--- src/rtl/prog_loader_pkg.sv ---
// Shared constants, state encoding and helpers for the boot-time program loader.
package prog_loader_pkg;

  localparam logic [7:0] LDR_SYNC    = 8'hA5;
  localparam logic [7:0] LDR_CMD_WIM = 8'h01;
  localparam logic [7:0] LDR_CMD_WDM = 8'h02;
  localparam logic [7:0] LDR_CMD_RUN = 8'h03;
  localparam logic [7:0] LDR_ACK     = 8'h06;
  localparam logic [7:0] LDR_NAK     = 8'h15;

  localparam int INSTR_MEM_SIZE = 1024;
  localparam int DATA_MEM_SIZE  = 1024;

  // Bit positions inside the sticky err vector {tmo, cmd, range, chk}
  localparam int ERR_TMO   = 3;
  localparam int ERR_CMD   = 2;
  localparam int ERR_RANGE = 1;
  localparam int ERR_CHK   = 0;

  typedef enum logic [3:0] {
    ST_IDLE   = 4'd0,
    ST_CMD    = 4'd1,
    ST_ADDR_H = 4'd2,
    ST_ADDR_L = 4'd3,
    ST_LEN_H  = 4'd4,
    ST_LEN_L  = 4'd5,
    ST_DATA   = 4'd6,
    ST_CHK    = 4'd7,
    ST_RESP   = 4'd8
  } ldr_state_e;

  function automatic logic is_known_cmd(input logic [7:0] c);
    return (c == LDR_CMD_WIM) || (c == LDR_CMD_WDM) || (c == LDR_CMD_RUN);
  endfunction

endpackage

--- src/rtl/ldr_timeout.sv ---
// Inter-byte idle watchdog: loadable down-counter with clear, enable and expire.
module ldr_timeout #(
  parameter int TIMEOUT_CYC = 100000
) (
  input  logic clk,
  input  logic rst_n,
  input  logic clr,
  input  logic en,
  output logic expire
);

  localparam int CW = $clog2(TIMEOUT_CYC + 1);
  localparam logic [CW-1:0] LOAD = CW'(TIMEOUT_CYC);

  logic [CW-1:0] cnt;

  // Held at LOAD while disabled, so the full budget restarts on every frame byte.
  always_ff @(posedge clk or negedge rst_n) begin
    if (!rst_n) begin
      cnt <= LOAD;
    end else if (clr || !en) begin
      cnt <= LOAD;
    end else if (cnt != '0) begin
      cnt <= cnt - CW'(1);
    end
  end

  assign expire = en && !clr && (cnt == CW'(1));

endmodule

--- src/rtl/prog_loader.sv ---
// Framed UART byte-stream loader into IM/DM; holds the CPU in reset until a good RUN frame.
// Optional status echo (ACK/NAK on tx_*) is built when LOADER_ECHO_EN is defined.
module prog_loader
  import prog_loader_pkg::*;
#(
  parameter int IM_SIZE     = INSTR_MEM_SIZE,
  parameter int DM_SIZE     = DATA_MEM_SIZE,
  parameter int ADDR_W      = 16,
  parameter int TIMEOUT_CYC = 100000
) (
  input  logic              clk,
  input  logic              rst_n,
  input  logic [7:0]        rx_data,
  input  logic              rx_valid,
  output logic              rx_ready,
  output logic [ADDR_W-1:0] mem_addr,
  output logic [7:0]        mem_wdata,
  output logic              im_we,
  output logic              dm_we,
  output logic              cpu_rst_n,
  output logic              busy,
  output logic              frame_done,
  output logic [3:0]        err,
  output logic [7:0]        tx_data,
  output logic              tx_valid,
  input  logic              tx_ready
);

  localparam logic [ADDR_W:0] IM_LIM = (ADDR_W+1)'(IM_SIZE);
  localparam logic [ADDR_W:0] DM_LIM = (ADDR_W+1)'(DM_SIZE);

  ldr_state_e        state;
  logic [7:0]        cmd;
  logic [ADDR_W-1:0] addr_cnt;
  logic              addr_sat;
  logic [ADDR_W-1:0] len_cnt;
  logic              len_nz;
  logic [7:0]        chk_acc;

  logic              acc;
  logic              tmo;
  logic              tmo_en;
  logic              is_wr;
  logic              in_range;
  logic              frame_end;
  logic [3:0]        err_set;
  logic [3:0]        err_next;
  logic [ADDR_W-1:0] len_shift;

  // Handshake: a byte transfers on a clock edge where rx_valid && rx_ready.
  assign rx_ready = (state != ST_RESP);
  assign busy     = (state != ST_IDLE);
  assign tmo_en   = (state != ST_IDLE) && (state != ST_RESP);

  ldr_timeout #(.TIMEOUT_CYC(TIMEOUT_CYC)) u_timeout (
    .clk    (clk),
    .rst_n  (rst_n),
    .clr    (acc),
    .en     (tmo_en),
    .expire (tmo)
  );

  always_comb begin
    acc       = rx_valid && rx_ready;
    is_wr     = (cmd == LDR_CMD_WIM) || (cmd == LDR_CMD_WDM);
    in_range  = !addr_sat &&
                ({1'b0, addr_cnt} < ((cmd == LDR_CMD_WIM) ? IM_LIM : DM_LIM));
    len_shift = {len_cnt[ADDR_W-9:0], rx_data};
    err_set   = '0;
    frame_end = tmo;
    if (tmo) err_set[ERR_TMO] = 1'b1;
    case (state)
      ST_CMD: begin
        if (acc && !is_known_cmd(rx_data)) begin
          err_set[ERR_CMD] = 1'b1;
          frame_end        = 1'b1;
        end
      end
      ST_DATA: begin
        if (acc && is_wr && !in_range) err_set[ERR_RANGE] = 1'b1;
      end
      ST_CHK: begin
        if (acc) begin
          frame_end = 1'b1;
          if (rx_data != chk_acc) err_set[ERR_CHK] = 1'b1;
          // RUN carrying a payload is malformed and must not release the CPU
          if ((cmd == LDR_CMD_RUN) && len_nz) err_set[ERR_CMD] = 1'b1;
        end
      end
      default: ;
    endcase
    err_next = err | err_set;
  end

  always_ff @(posedge clk or negedge rst_n) begin
    if (!rst_n) begin
      state      <= ST_IDLE;
      cmd        <= '0;
      addr_cnt   <= '0;
      addr_sat   <= 1'b0;
      len_cnt    <= '0;
      len_nz     <= 1'b0;
      chk_acc    <= '0;
      mem_addr   <= '0;
      mem_wdata  <= '0;
      im_we      <= 1'b0;
      dm_we      <= 1'b0;
      cpu_rst_n  <= 1'b0;
      frame_done <= 1'b0;
      err        <= '0;
`ifdef LOADER_ECHO_EN
      tx_valid   <= 1'b0;
      tx_data    <= '0;
`endif
    end else begin
      im_we      <= 1'b0;
      dm_we      <= 1'b0;
      frame_done <= 1'b0;
      err        <= err_next;
      case (state)
        ST_IDLE: begin
          if (acc && (rx_data == LDR_SYNC)) begin
            state   <= ST_CMD;
            err     <= '0;
            chk_acc <= '0;
          end
        end
        ST_CMD: begin
          if (acc) begin
            cmd     <= rx_data;
            chk_acc <= rx_data;
            state   <= ST_ADDR_H;
            if ((rx_data == LDR_CMD_WIM) || (rx_data == LDR_CMD_WDM)) cpu_rst_n <= 1'b0;
          end
        end
        ST_ADDR_H, ST_ADDR_L: begin
          if (acc) begin
            addr_cnt <= {addr_cnt[ADDR_W-9:0], rx_data};
            addr_sat <= 1'b0;
            chk_acc  <= chk_acc ^ rx_data;
            state    <= (state == ST_ADDR_H) ? ST_ADDR_L : ST_LEN_H;
          end
        end
        ST_LEN_H: begin
          if (acc) begin
            len_cnt <= len_shift;
            chk_acc <= chk_acc ^ rx_data;
            state   <= ST_LEN_L;
          end
        end
        ST_LEN_L: begin
          if (acc) begin
            len_cnt <= len_shift;
            len_nz  <= (len_shift != '0);
            chk_acc <= chk_acc ^ rx_data;
            state   <= (len_shift != '0) ? ST_DATA : ST_CHK;
          end
        end
        ST_DATA: begin
          if (acc) begin
            chk_acc <= chk_acc ^ rx_data;
            if (is_wr) begin
              mem_addr  <= addr_cnt;
              mem_wdata <= rx_data;
              if (in_range) begin
                im_we <= (cmd == LDR_CMD_WIM);
                dm_we <= (cmd == LDR_CMD_WDM);
              end
            end
            // Saturate rather than wrap so an overrun never lands on low memory
            if (addr_cnt == '1) addr_sat <= 1'b1;
            else                addr_cnt <= addr_cnt + ADDR_W'(1);
            len_cnt <= len_cnt - ADDR_W'(1);
            if (len_cnt == ADDR_W'(1)) state <= ST_CHK;
          end
        end
        ST_CHK: begin
          if (acc && (rx_data == chk_acc) && (cmd == LDR_CMD_RUN) && !len_nz)
            cpu_rst_n <= 1'b1;
        end
        ST_RESP: begin
`ifdef LOADER_ECHO_EN
          if (tx_ready) begin
            tx_valid <= 1'b0;
            tx_data  <= '0;
            state    <= ST_IDLE;
          end
`else
          state <= ST_IDLE;
`endif
        end
        default: state <= ST_IDLE;
      endcase
      if (frame_end) begin
        frame_done <= 1'b1;
`ifdef LOADER_ECHO_EN
        state    <= ST_RESP;
        tx_valid <= 1'b1;
        tx_data  <= (err_next == 4'b0000) ? LDR_ACK : LDR_NAK;
`else
        state    <= ST_IDLE;
`endif
      end
    end
  end

`ifndef LOADER_ECHO_EN
  logic unused_tx_ready;
  assign unused_tx_ready = tx_ready;
  assign tx_valid = 1'b0;
  assign tx_data  = '0;
`endif

endmodule

--- config.mk ---
export PLATFORM = sky130hd
export DESIGN_NAME = prog_loader
export DESIGN_NICKNAME = d
export VERILOG_FILES = /design/src/rtl/prog_loader_pkg.sv /design/src/rtl/ldr_timeout.sv /design/src/rtl/prog_loader.sv
export SDC_FILE = /design/constraint.sdc
export NUM_CORES = 1
export LEC_CHECK = 0
export CAP_MARGIN = 30
export CORE_UTILIZATION = 44
export DETAILED_ROUTE_END_ITERATION = 12
export GPL_TIMING_DRIVEN = 0
export SLEW_MARGIN = 30
export SYNTH_ARGS = -nofsm -noshare
export SYNTH_HDL_FRONTEND = slang
export SYNTH_SLANG_ARGS = --single-unit
--- constraint.sdc ---
create_clock -name clk -period 2.4 [get_ports clk]
set_input_delay 0.36 -clock clk [delete_from_list [all_inputs] [get_ports clk]]
set_output_delay 0.36 -clock clk [all_outputs]
set_load 0.05 [all_outputs]
; After elaboration in Yosys (flattened, before gate mapping)
; Cells that the tools add are included.
; Widths: inputs -> output; s select.
[op_classes]
n_addsub = 3
n_lt_le_gt_ge = 1
eq_ne = 38
muxes = 56
bitwise = 2
n_reduce_logical = 44
[ops]
columns = cell, n
row1 = $mux 16, 5
row2 = $pmux 16 s2, 2
row3 = $mux 4, 10
row4 = $mux 17, 2
row5 = $eq 8x2->1 const B, 4
row6 = $pmux 4 s7, 1
row7 = $mux 1, 27
row8 = $mux 8, 3
row9 = $pmux 8 s3, 1
row10 = $ne 3x3->1 const B, 7
row11 = $ne 2x2->1 const B, 9
row12 = $eq 17x1->1 const B, 1
row13 = $reduce_bool 17->1, 1
row14 = $sub 17x1->17 const B, 1
row15 = $add 16x1->16 const B, 1
row16 = $eq 16x1->1 const B, 1
row17 = $eq 16x16->1 const B, 1
row18 = $eq 4x3->1 const B, 4
row19 = $eq 8x1->1 const B, 2
row20 = $lt 16x11->1 const B, 1
row21 = $reduce_and 4->1, 4
row22 = $reduce_bool 16->1, 1
row23 = $sub 16x1->16 const B, 1
row24 = $logic_and 1x1->1, 13
row25 = other kinds (22), 41
[word_totals]
ff_bits = 103
input_bits = 12
output_inout_bits = 43
word_cells = 159

; Longest topological paths before layout
[logic_depth]
word_depth = 10
depth_mapped = 8
mapped_depth_nobuf = 7

; By module
; Synthesis repeated with hierarchy kept, for this count alone.
[unflattened]
hier_cells = 602
area_unflattened_um2 = 5635.4
[by_module_without_submodules]
columns = mod, n_inst, cells_per_inst, area_each_um2, seq_area_each_um2
row1 = prog_loader, 1, 497, 4658.2, 2127.0
row2 = ldr_timeout, 1, 105, 977.2, 432.9

; Worst setup path after synthesis
; Ideal clock, no wire load.
[synth_path]
kind = reg2reg
from = reg state[1]
to = reg err[1]
setup_ps = 119
t_arrival_ps = 1899
setup_slack_ps = 382
path_stages_with_launch = 6
n_path_buf = 1
synth_period_minus_slack_ps = 2018
cell_sequence = dfrtp_1 > buf_2 > nor3_1 > inv_1 > nor4_1 > o21ba_2
[synth_via]
elab_chain_len = 9
word_cells_on_any_way = 12
cone_classes = 2 x eq/ne / 4 x mux / 1 x bitwise / 5 x reduce/logical
[synth_lines]
columns = element, line_no
row1 = from (decl), prog_loader.sv:32  ; ldr_state_e state;
row2 = from (signal assigned), prog_loader.sv:141  ; state <= (state == ST_ADDR_H) ? ST_ADDR_L : ST_LEN_H;
row3 = from (signal assigned), prog_loader.sv:156  ; state <= (len_shift != '0) ? ST_DATA : ST_CHK;
row4 = $ne 4x4->1, prog_loader.sv:51  ; assign rx_ready = (state != ST_RESP);
row5 = $logic_and 1x1->1, prog_loader.sv:64  ; acc = rx_valid && rx_ready;
row6 = $logic_and 1x1->1 (2 in a row), prog_loader.sv:80  ; if (acc && is_wr && !in_range) err_set[ERR_RANGE] = 1'b1;
row7 = $mux 1, prog_loader.sv:80
row8 = $mux 1, prog_loader.sv:72  ; case (state)
row9 = $or 4x4->4, prog_loader.sv:92  ; err_next = err | err_set;
row10 = $mux 4, prog_loader.sv:122  ; if (acc && (rx_data == LDR_SYNC)) begin
row11 = $mux 4 (*), prog_loader.sv:120  ; case (state)
row12 = to (signal assigned), prog_loader.sv:119  ; err <= err_next;
row13 = to (decl), prog_loader.sv:23  ; output logic [3:0] err,
; Mark *: on every way between the ends. The rest lies on a longest branch, timed or not.
; A chain may end at the register's enable or synchronous reset.

; Worst setup path in the final report
[layout_path]
from = reg addr_cnt[0]
to = reg addr_cnt[14]
[layout_via]
elab_chain_len = 4
word_cells_on_any_way = 7
cone_classes = 1 x add/sub / 2 x eq/ne / 3 x mux / 1 x reduce/logical
[layout_lines]
columns = element, line_no
row1 = from (decl), prog_loader.sv:34  ; logic [ADDR_W-1:0] addr_cnt;
row2 = from (signal assigned), prog_loader.sv:138  ; addr_cnt <= {addr_cnt[ADDR_W-9:0], rx_data};
row3 = from (signal assigned), prog_loader.sv:172  ; else addr_cnt <= addr_cnt + ADDR_W'(1);
row4 = $add 16x1->16, prog_loader.sv:172
row5 = $mux 16, prog_loader.sv:171  ; if (addr_cnt == '1) addr_sat <= 1'b1;
row6 = $mux 16, prog_loader.sv:160  ; if (acc) begin
row7 = $pmux 16 s2, prog_loader.sv:120
; Several ways; a longest one is shown, not always the timed one. The select of a mux whose other input is x is not followed.

==> key figures <==
Pwr
  • Peak supply drop: 0.655 mV
  • Switching power: between 0.003 and 0.004 W
  • Pint: 0.00454 W
  • Clock share of power: 19.2%
  • Power per cell area: between 1000 and 1500 nW/um^2
  • Sw Ratio: a little over two fifths
  • Leakage power: 2.77 nW
  • Power share of the sequential group: 36.9%
  • Combinational power share: a little over two fifths

STA
  • Max frequency: 442 MHz
  • Clk_skew: 0.00758 ns
  • Slew margin rel.: about two fifths
  • Slew Limit Fails: 0
  • RSZ-0062 raised after global routing: false
  • Final worst path period share: 94.3%
  • Final TNS setup: 0 ns
  • Final hold viol count: 0
  • Final setup fails: 0
  • Transition time of the tightest slew-check pin: between 0.8 and 0.9 ns
  • Fin crit period: 2.26 ns

Setup path
  • Startpoint Class: register
  • Arr. time, crit path: between 2 and 3 ns
  • Setup Crit Path Kind: reg -> reg
  • Depth of the worst register-to-register path: 6
  • Reg2reg start: addr_cnt[0]
  • Req. time, crit path: ~2.7 ns
  • Setup crit end kind: register
  • Crit-path max FO: 9
  • R2R setup slack: 0.14 ns
  • Reg-to-Reg End: addr_cnt[14]

Detailed routing
  • DRT iter0 DRCs: 312
  • Post-Route WL: 15,100 microns
  • Final antenna-violating net count: 0
  • Via/cell ratio: 5.76
  • Drt wl/cell: 17.9 microns
  • TritonRoute pass-1 iters: 7
  • DRC: 0
  • Vias: 4,866

Synth
  • Synthesized instance count: a little over 600
  • Prevailing post-synth register cell: dfrtp_1
  • Ys Warns: 0
  • Synthesized area: 5710 sq um
  • Flops & latches, synth: 102
  • Sequential area share after synthesis: roughly 45%
  • Area leader, netlist: dfrtp_1
  • Top cell type's share of synthesized area: 42.1%
  • Post-synth EDFFs: 0
  • Mean Syn Cell Area: 9.38 sq um
  • Largest cells by area after synthesis: dfrtp_1, a21oi_1, nor2_1, mux2_4, o21ai_0
  • Synth async-reset ratio: 100%
  • Synth unique cells: 69

GRT
  • Global-route wire length before repair: ~24,000 microns
  • Initial antenna violation count: 0
  • Vias in the first global route: approximately 4.6k
  • Tot GR Track Use: about a quarter
  • Largest net degree at the start of global routing: 62
  • GRT overflow: 0

Place
  • Area after DPL: roughly 6400 sq um
  • Port Buffers: 40
  • Gpl congestion: 0.870
  • Post-DP HPWL: 10,800 microns

CTS
  • TritonCTS Buffers: 9
  • TritonCTS clock tree: yes
  • Post-CTS Setup Bufs: 0
  • Clock Latency Late Sink: 0.36 ns
  • CTS sink count: 102
  • CTS root buffer: clkbuf_16
  • CTS Buffer Depth: 2
  • H-tree depth reported by CTS: 3
  • Clock transition at path regs: 0.07 ns

Die
  • Die Area: 13,400 sq um
  • Total core area: 12,600 sq um
  • Initial core utilization: 45.2%
  • Horiz. Die Dim: 116 microns
  • Rows: 41
  • Die Span Y: between 100 and 150 microns
  • IO Pins: 55

Final layout
  • Layout cells sized above 1: roughly 15%
  • Ant. Diodes: 0
  • Nets: 688
  • Fill count: ~1.2k
  • Area Growth Syn to Fin: 18.0%
  • Commonest non-fill, non-tap cells in the layout: dfrtp_1, a21oi_1, nor2_1, nand2_1, o21ai_0
  • Design area: ~6700 sq um
  • Commonest non-fill, non-tap cell in the layout: dfrtp_1

Hold path
  • Hold Path End: chk_acc[3]
  • Hold path cells: 3
  • Worst Hold Class: in -> reg
  • Hold path start: rx_data[3]

Outcome
  • Run status: complete, no violations

Job
  • Max-cap violation count: 0
[flip-flops by register name, summed over array words and instances (netlist names)]
signal	cells
im_we	1
len_nz	1
dm_we	1
chk_acc	8
u_timeout.cnt	17
frame_done	1
addr_sat	1
cmd	8
mem_wdata	8
len_cnt	16
mem_addr	16
cpu_rst_n	1
err	4
state	3
addr_cnt	16
[routing by layer]
layer,track usage [%],routed length [microns],vias up
met3,6.43,980,22
met5,0,0,-
met1,32.5,6960,2393
met2,37.7,6930,141
li1,-,-,2310
met4,7.69,250,0
[per-stage QoR]
stage | setup WS, ns | utilization [%] | hold slack (ns) | total power [W] | cells
finish | 0.136 | 53.4 | 0.450 | 0.00797 | 845
global route | 0.00267 | 53.4 | 0.506 | 0.00853 | 845
global placement | -2.97 | 50.3 | 0.467 | 0.00630 | 828
floorplan | 0.382 | - | 0.0644 | 0.00534 | 616
detailed placement | -0.252 | 50.6 | 0.316 | 0.00641 | 829
CTS | 0.0477 | 53.2 | 0.434 | 0.00798 | 845
[synthesized netlist by cell type, types with 6 or more instances]
master and n:
inv_1 11, a31oi_1 8, o21ai_0 39, ha_1 7
nand3_1 16, nor3_1 11, dfrtp_1 96, and2_1 11
dfstp_2 6, a21oi_1 72, clkbuf_1 24, nor4_1 12
o22ai_1 8, nand4_1 9, mux2_4 15, nand2_1 50
buf_4 10, or3_1 10, xnor2_1 14, buf_2 9
nor2_1 65, mux2_2 16
[cell families (layout without fill, tap and decap cells)]
family                     Yosys count  in the layout  share of synthesized area [%]
AOI/OAI and AO/OA                  172            172                           18.4
xor gates and xnor gates            16             16                           2.46
adders and majority gates            7              7                           1.54
buffers and inverters               59            116                           5.26
DFF                                102            102                           44.9
muxes                               31             31                           7.11
other                                2             10                          0.132
and+or+nand+nor                    219            219                           20.3
[worst max-delay path by stage]
stage / start / slack (ns) / cells past startpoint / endpoint
after floorplan: state[1] / 0.38 / 5 / err[1]
after global placement: rst_n / -2.97 / 1 / u_timeout.cnt[12]
after detailed placement: rx_data[4] / -0.25 / 4 / err[1]
after CTS: state[1] / 0.05 / 4 / busy
after global routing: addr_cnt[0] / 0.003 / 6 / addr_cnt[14]
final: addr_cnt[0] / 0.14 / 6 / addr_cnt[14]
[cell type report]
| type | count | area [sq um] | share of cell area (%) |
|---|---|---|---|
| Sequential cell | 102 | 2560 | 38.0 |
| Buffer | 48 | 262 | 3.88 |
| Timing Repair Buffer | 42 | 438 | 6.50 |
| Tap cell | 172 | 215 | 3.20 |
| Clock inverter | 3 | 42.5 | 0.632 |
| Clock buffer | 12 | 267 | 3.96 |
| Multi-Input combinational cell | 455 | 2910 | 43.2 |
| Inverter | 11 | 41.3 | 0.613 |
[repair_timing]
item	4_1_cts	5_1_grt
resized for setup	2	7
hold endpoints to repair	38	0
hold buffers	1	0
endpoints found under the setup margin	2	16
[power by group through the flow]
stage | Sequential (W) | Clock (W) | Combinational [W]
after global routing | 0.00303 | 0.00164 | 0.00386
after global placement | 0.00292 | 0 | 0.00338
after detailed placement | 0.00295 | 0 | 0.00346
after CTS | 0.00292 | 0.00158 | 0.00347
final | 0.00294 | 0.00153 | 0.00349
after floorplan | 0.00312 | 0 | 0.00222
[worst max-delay path, cell delays in order, from the launching register on]
cell and delay [ns]:
dfrtp_1 0.54, ha_1 0.29, inv_1 0.09, nor4_1 0.64
nand4_1 0.22, o22ai_1 0.15, o2bb2a_1 0.23
No activity file was read; power rests on OpenSTA's default activity.
